$ cat src/rtl/imm_decode_pkg.sv
// imm_decode_pkg: LEGv8 immediate format codes and opcode constants
package imm_decode_pkg;
  typedef enum logic [2:0] {
    FMT_NONE = 3'd0,
    FMT_I    = 3'd1,
    FMT_D    = 3'd2,
    FMT_IW   = 3'd3,
    FMT_CB   = 3'd4,
    FMT_B    = 3'd5
  } imm_fmt_t;
  localparam logic [9:0]  OP_ADDI  = 10'b1001000100;
  localparam logic [9:0]  OP_SUBI  = 10'b1101000100;
  localparam logic [10:0] OP_LDUR  = 11'b11111000010;
  localparam logic [10:0] OP_STUR  = 11'b11111000000;
  localparam logic [8:0]  OP_MOVZ  = 9'b110100101;
  localparam logic [7:0]  OP_CBZ   = 8'b10110100;
  localparam logic [7:0]  OP_CBNZ  = 8'b10110101;
  localparam logic [7:0]  OP_BCOND = 8'b01010100;
  localparam logic [5:0]  OP_B     = 6'b000101;
  localparam logic [5:0]  OP_BL    = 6'b100101;
endpackage

$ cat src/rtl/imm_extract.sv
// imm_extract: classify a LEGv8 instruction and produce its extended, scaled 64-bit immediate
module imm_extract
  import imm_decode_pkg::*;
#(
  parameter int BR_SHIFT = 2
) (
  input  logic [31:0] instr,
  output imm_fmt_t    fmt,
  output logic [63:0] imm
);
  function automatic logic [63:0] ext(input logic [63:0] raw, input int unsigned w, input logic sgn);
    logic [63:0] mask;
    logic        msb;
    mask = (64'd1 << w) - 64'd1;
    msb  = |(raw & (64'd1 << (w - 1)));
    return (raw & mask) | ((sgn && msb) ? ~mask : 64'd0);
  endfunction
  // first matching format wins; shifts act on the already-extended 64-bit value
  always_comb begin
    fmt = FMT_NONE;
    imm = '0;
    if (instr[31:22] == OP_ADDI || instr[31:22] == OP_SUBI) begin
      fmt = FMT_I;
      imm = ext(64'(instr[21:10]), 12, 1'b0);
    end else if (instr[31:21] == OP_LDUR || instr[31:21] == OP_STUR) begin
      fmt = FMT_D;
      imm = ext(64'(instr[20:12]), 9, 1'b1);
    end else if (instr[31:23] == OP_MOVZ) begin
      fmt = FMT_IW;
      imm = ext(64'(instr[20:5]), 16, 1'b0) << {instr[22:21], 4'b0000};
    end else if (instr[31:24] == OP_CBZ || instr[31:24] == OP_CBNZ || instr[31:24] == OP_BCOND) begin
      fmt = FMT_CB;
      imm = ext(64'(instr[23:5]), 19, 1'b1) << BR_SHIFT;
    end else if (instr[31:26] == OP_B || instr[31:26] == OP_BL) begin
      fmt = FMT_B;
      imm = ext(64'(instr[25:0]), 26, 1'b1) << BR_SHIFT;
    end
  end
endmodule

$ cat src/rtl/imm_decode_stage.sv
// imm_decode_stage: one-entry valid/ready immediate decode register; IMM_DECODE_ILLEGAL_EN adds illegal_out
module imm_decode_stage
  import imm_decode_pkg::*;
#(
  parameter int BR_SHIFT = 2,
  parameter int ADDR_W   = 64
) (
  input  logic              clk,
  input  logic              reset,
  input  logic              in_valid,
  output logic              in_ready,
  input  logic [31:0]       instr_in,
  input  logic [ADDR_W-1:0] pc_in,
  input  logic              flush,
  output logic              out_valid,
  input  logic              out_ready,
  output logic [ADDR_W-1:0] imm_out,
  output imm_fmt_t          fmt_out,
  output logic [4:0]        rd_out,
  output logic [ADDR_W-1:0] pc_out
`ifdef IMM_DECODE_ILLEGAL_EN
  ,
  output logic              illegal_out
`endif
);
  imm_fmt_t          w_fmt;
  logic [63:0]       w_imm;
  logic              w_load;
  logic              r_valid;
  logic [ADDR_W-1:0] r_imm;
  imm_fmt_t          r_fmt;
  logic [4:0]        r_rd;
  logic [ADDR_W-1:0] r_pc;
  imm_extract #(.BR_SHIFT(BR_SHIFT)) u_extract (
    .instr(instr_in),
    .fmt  (w_fmt),
    .imm  (w_imm)
  );
  assign in_ready  = !r_valid | out_ready | flush;
  assign w_load    = in_valid & in_ready;
  assign out_valid = r_valid;
  assign imm_out   = r_imm;
  assign fmt_out   = r_fmt;
  assign rd_out    = r_rd;
  assign pc_out    = r_pc;
  // flush squashes the entry; otherwise a load refills it and a drain empties it
  always_ff @(posedge clk or posedge reset) begin
    if (reset) begin
      r_valid <= 1'b0;
      r_imm   <= '0;
      r_fmt   <= FMT_NONE;
      r_rd    <= '0;
      r_pc    <= '0;
    end else begin
      r_valid <= !flush & (w_load | (r_valid & !out_ready));
      if (w_load) begin
        r_imm <= w_imm[ADDR_W-1:0];
        r_fmt <= w_fmt;
        r_rd  <= instr_in[4:0];
        r_pc  <= pc_in;
      end
    end
  end
`ifdef IMM_DECODE_ILLEGAL_EN
  // unmatched-instruction flag, loaded alongside the format code
  always_ff @(posedge clk or posedge reset) begin
    if (reset) illegal_out <= 1'b0;
    else if (w_load) illegal_out <= (w_fmt == FMT_NONE);
  end
`endif
endmodule

$ cat config.mk
export PLATFORM = sky130hd
export DESIGN_NAME = imm_decode_stage
export DESIGN_NICKNAME = d
export VERILOG_FILES = /design/src/rtl/imm_decode_pkg.sv /design/src/rtl/imm_extract.sv /design/src/rtl/imm_decode_stage.sv
export SDC_FILE = /design/constraint.sdc
export NUM_CORES = 1
export LEC_CHECK = 0
export ABC_CLOCK_PERIOD_IN_PS = 4700
export BUFFER_PORTS_ARGS = -buffer_cell sky130_fd_sc_hd__buf_2
export CORE_ASPECT_RATIO = 1.75
export CORE_MARGIN = 2
export CORE_UTILIZATION = 49
export CTS_CLUSTER_SIZE = 24
export DETAILED_ROUTE_END_ITERATION = 7
export GPL_ROUTABILITY_DRIVEN = 0
export PLACE_DENSITY = 0.84
export SYNTH_ARGS = -nofsm -noshare
export SYNTH_HDL_FRONTEND = slang
export SYNTH_SLANG_ARGS = --single-unit
export TNS_END_PERCENT = 100
$ cat constraint.sdc
create_clock -name clk -period 4.7 [get_ports clk]
set_input_delay 0.235 -clock clk [delete_from_list [all_inputs] [get_ports clk]]
set_output_delay 0.235 -clock clk [all_outputs]
set_load 0.01 [all_outputs]
==> flow_metrics.tcl <==
set metrics [dict create \
    initial_core_util 0.496 \
    status "complete, no violations" \
    yosysTopAreaCell "dfrtp_1" \
    routed_wl_um 18500 \
    total_power_mw 2.93 \
    place_ws_ps 1800 \
    drt_first_pass_iters 5 \
    cts_resized 0 \
    cts.clk_slew.worst_paths_ps 60 \
    cts-root-buf "clkbuf_16" \
    powerDensity_mw_per_mm2 368 \
    vias_per_cell 5.42 \
    synth_seq_cells 137 \
    syn_avg_cell_area_um2 8.90 \
    cts_max_level 4 \
    fin_hold_ws_ps 8.74 \
    synth_top_area_frac 0.562 \
    core_area_mm2 0.0123 \
    critPathMaxFanout 45 \
    period_needed_ps 2680 \
    clk_latency_ps 410 \
    required_ps 4980 \
    die_height_um 152 \
    first_global_vias 5502 \
    ant_nets 0 \
    critPathLaunch "out_valid$_DFF_PP0_" \
    cp_slowest_cell "and2_2" \
    ys_seq_area_frac 0.562 \
    dp_cells 1043 \
    rows 54 \
    drv_cap 0 \
    instances_no_fill 1083 \
    slowest_delay_ps 730 \
    cts_setup_buffers 0 \
    fin_util 0.648 \
    finClkSkew_ps 10.3 \
    synth_area_leaders "dfrtp_1 56%, nand2_1 17%, a21oi_1 4.3%" \
    drv_slew 0 \
    vias 5867 \
    yosys_warnings 0 \
    clock_path_buffers 2 \
    grt_pass1_wl_um 27900 \
    cts_hold_buffers 8 \
    grt_usage 0.273 \
    crit_type "register to register" \
    cp_data_arrival_time_ps 2960 \
    synthToLayoutAreaGrowth_pct 30.5 \
    first_iter_violations 328 \
    grt_overflow_total 0 \
    tns_ps 0 \
    netlist_instances 686 \
    cts_tree "done" \
    synth_edf_count 0 \
    final_cell_mix "271 x nand2_1, 238 x buf_2, 137 x dfrtp_1" \
    diodes 0 \
    grt_max_degree 100 \
    synth-main-ff-cell "dfrtp_1" \
    startpoint_type "register" \
    reg2reg_setup_slack_ps 2020 \
    irDropWorstVdd_mv 0.244 \
    relSlewSlack 0.223 \
    drive_gt1_frac 0.322 \
    async_flop_share 1.00 \
    final_common_cell "nand2_1" \
    die_w_um 88.4 \
    rsz0062_at_grt "false" \
    hold_violations 0 \
    die_area_mm2 0.0134 \
    synth_area_mm2 0.00610 \
    synth_nets 787 \
    numCtsBuffers 17 \
    finalSetupViolations 0 \
    tightest_slew_ps 1170 \
    r2r_cells 5 \
    placed_area_mm2 0.00735 \
    layout_setup_ws_ps 2020 \
    layout.filler_cells 1071 \
    max_freq_mhz 373 \
    antenna_found_initial 0 \
    finalCritPeriodShare 0.570 \
    hpwl_um 13000 \
    path_cells "or3b_2, and2_2, buf_4, nand2_2, o32a_1" \
    routedWlPerCell_um 17.1 \
    nets 1003 \
    synth.distinct_cells 40 \
    postLayoutCellArea_mm2 0.00797 \
    drc 0 \
    io_buffers 238 \
    io_pins 239 \
    power.leakage_nw 4.17 \
    clkSinkCount 137 \
    r2r_start "out_valid$_DFF_PP0_" \
    cp-end-kind "register" \
    hp-class "input pin to asynchronous set/reset pin" \
]
-- kinds of logic after synthesis --
kind of cell,after synthesis,share of synthesized area
AO/OA/AOI/OAI,161,0.171
AND/OR/NAND/NOR,324,0.222
flip-flops,137,0.562
buffers and inverters,64,0.0459
-- synth_stat cells, drive strengths merged, types with 2 or more instances --
cell,n
a22oi,2
or3,2
clkbuf,39
a221o,15
nor3,21
nand2b,2
nor4,2
a221oi,16
o21ai,53
nand3b,2
a211oi,5
a41oi,3
a21oi,52
or3b,2
nor2,13
a311oi,2
buf,19
a22o,6
inv,6
dfrtp,137
or4b,3
nand2,273
-- metal layers --
layer  global-route usage  share of wire  vias to the layer above
met2                0.458           0.51                      309
met5                    0              0                        -
li1                     -              -                     2760
met4                0.159          0.050                        0
met3               0.0596          0.072                       68
met1                0.315           0.37                     2730
-- worst max-delay path: cells and delay by family (launching register included) --
family | cells | cell delay (ps)
buffers and inverters | 1 | 550
and+or+nand+nor | 3 | 1180
AOI/OAI and AO/OA | 1 | 410
DFF | 1 | 390
-- report_power, final --
| part | total [mW] | switching, mW | leakage, nW | internal, mW |
|---|---|---|---|---|
| combinational | 0.404 | 0.259 | 2.15 | 0.144 |
| clock | 1.23 | 0.539 | 0.260 | 0.686 |
| sequential | 1.30 | 0.0406 | 1.77 | 1.26 |
| total | 2.93 | 0.839 | 4.17 | 2.09 |
-- registers in the layout, indices dropped and copies added, names as in the netlist --
| name | count |
|---|---|
| pc_out | 64 |
| fmt_out | 3 |
| rd_out | 5 |
| out_valid | 1 |
| imm_out | 64 |
-- layout make-up --
type                       count  area, um2  share of cell area
clock buffer                  18        429              0.0539
clock inverter                14        114              0.0143
tap                          168        210              0.0264
multi-input combinational    485       2420               0.304
sequential                   137       3430               0.430
timing repair buffer         255       1340               0.168
inverter                       6       27.5             0.00345
-- path summary, 6_finish.rpt --
kind | end
max in group asynchronous | pc_out[20]$_DFFE_PP0P_
min | pc_out[54]$_DFFE_PP0P_
min reg2reg | pc_out[19]$_DFFE_PP0P_
min in group clk | pc_out[27]$_DFFE_PP0P_
max | fmt_out[0]$_DFFE_PP0P_
max reg2reg | fmt_out[0]$_DFFE_PP0P_
No activity file was read; power rests on OpenSTA's default activity.
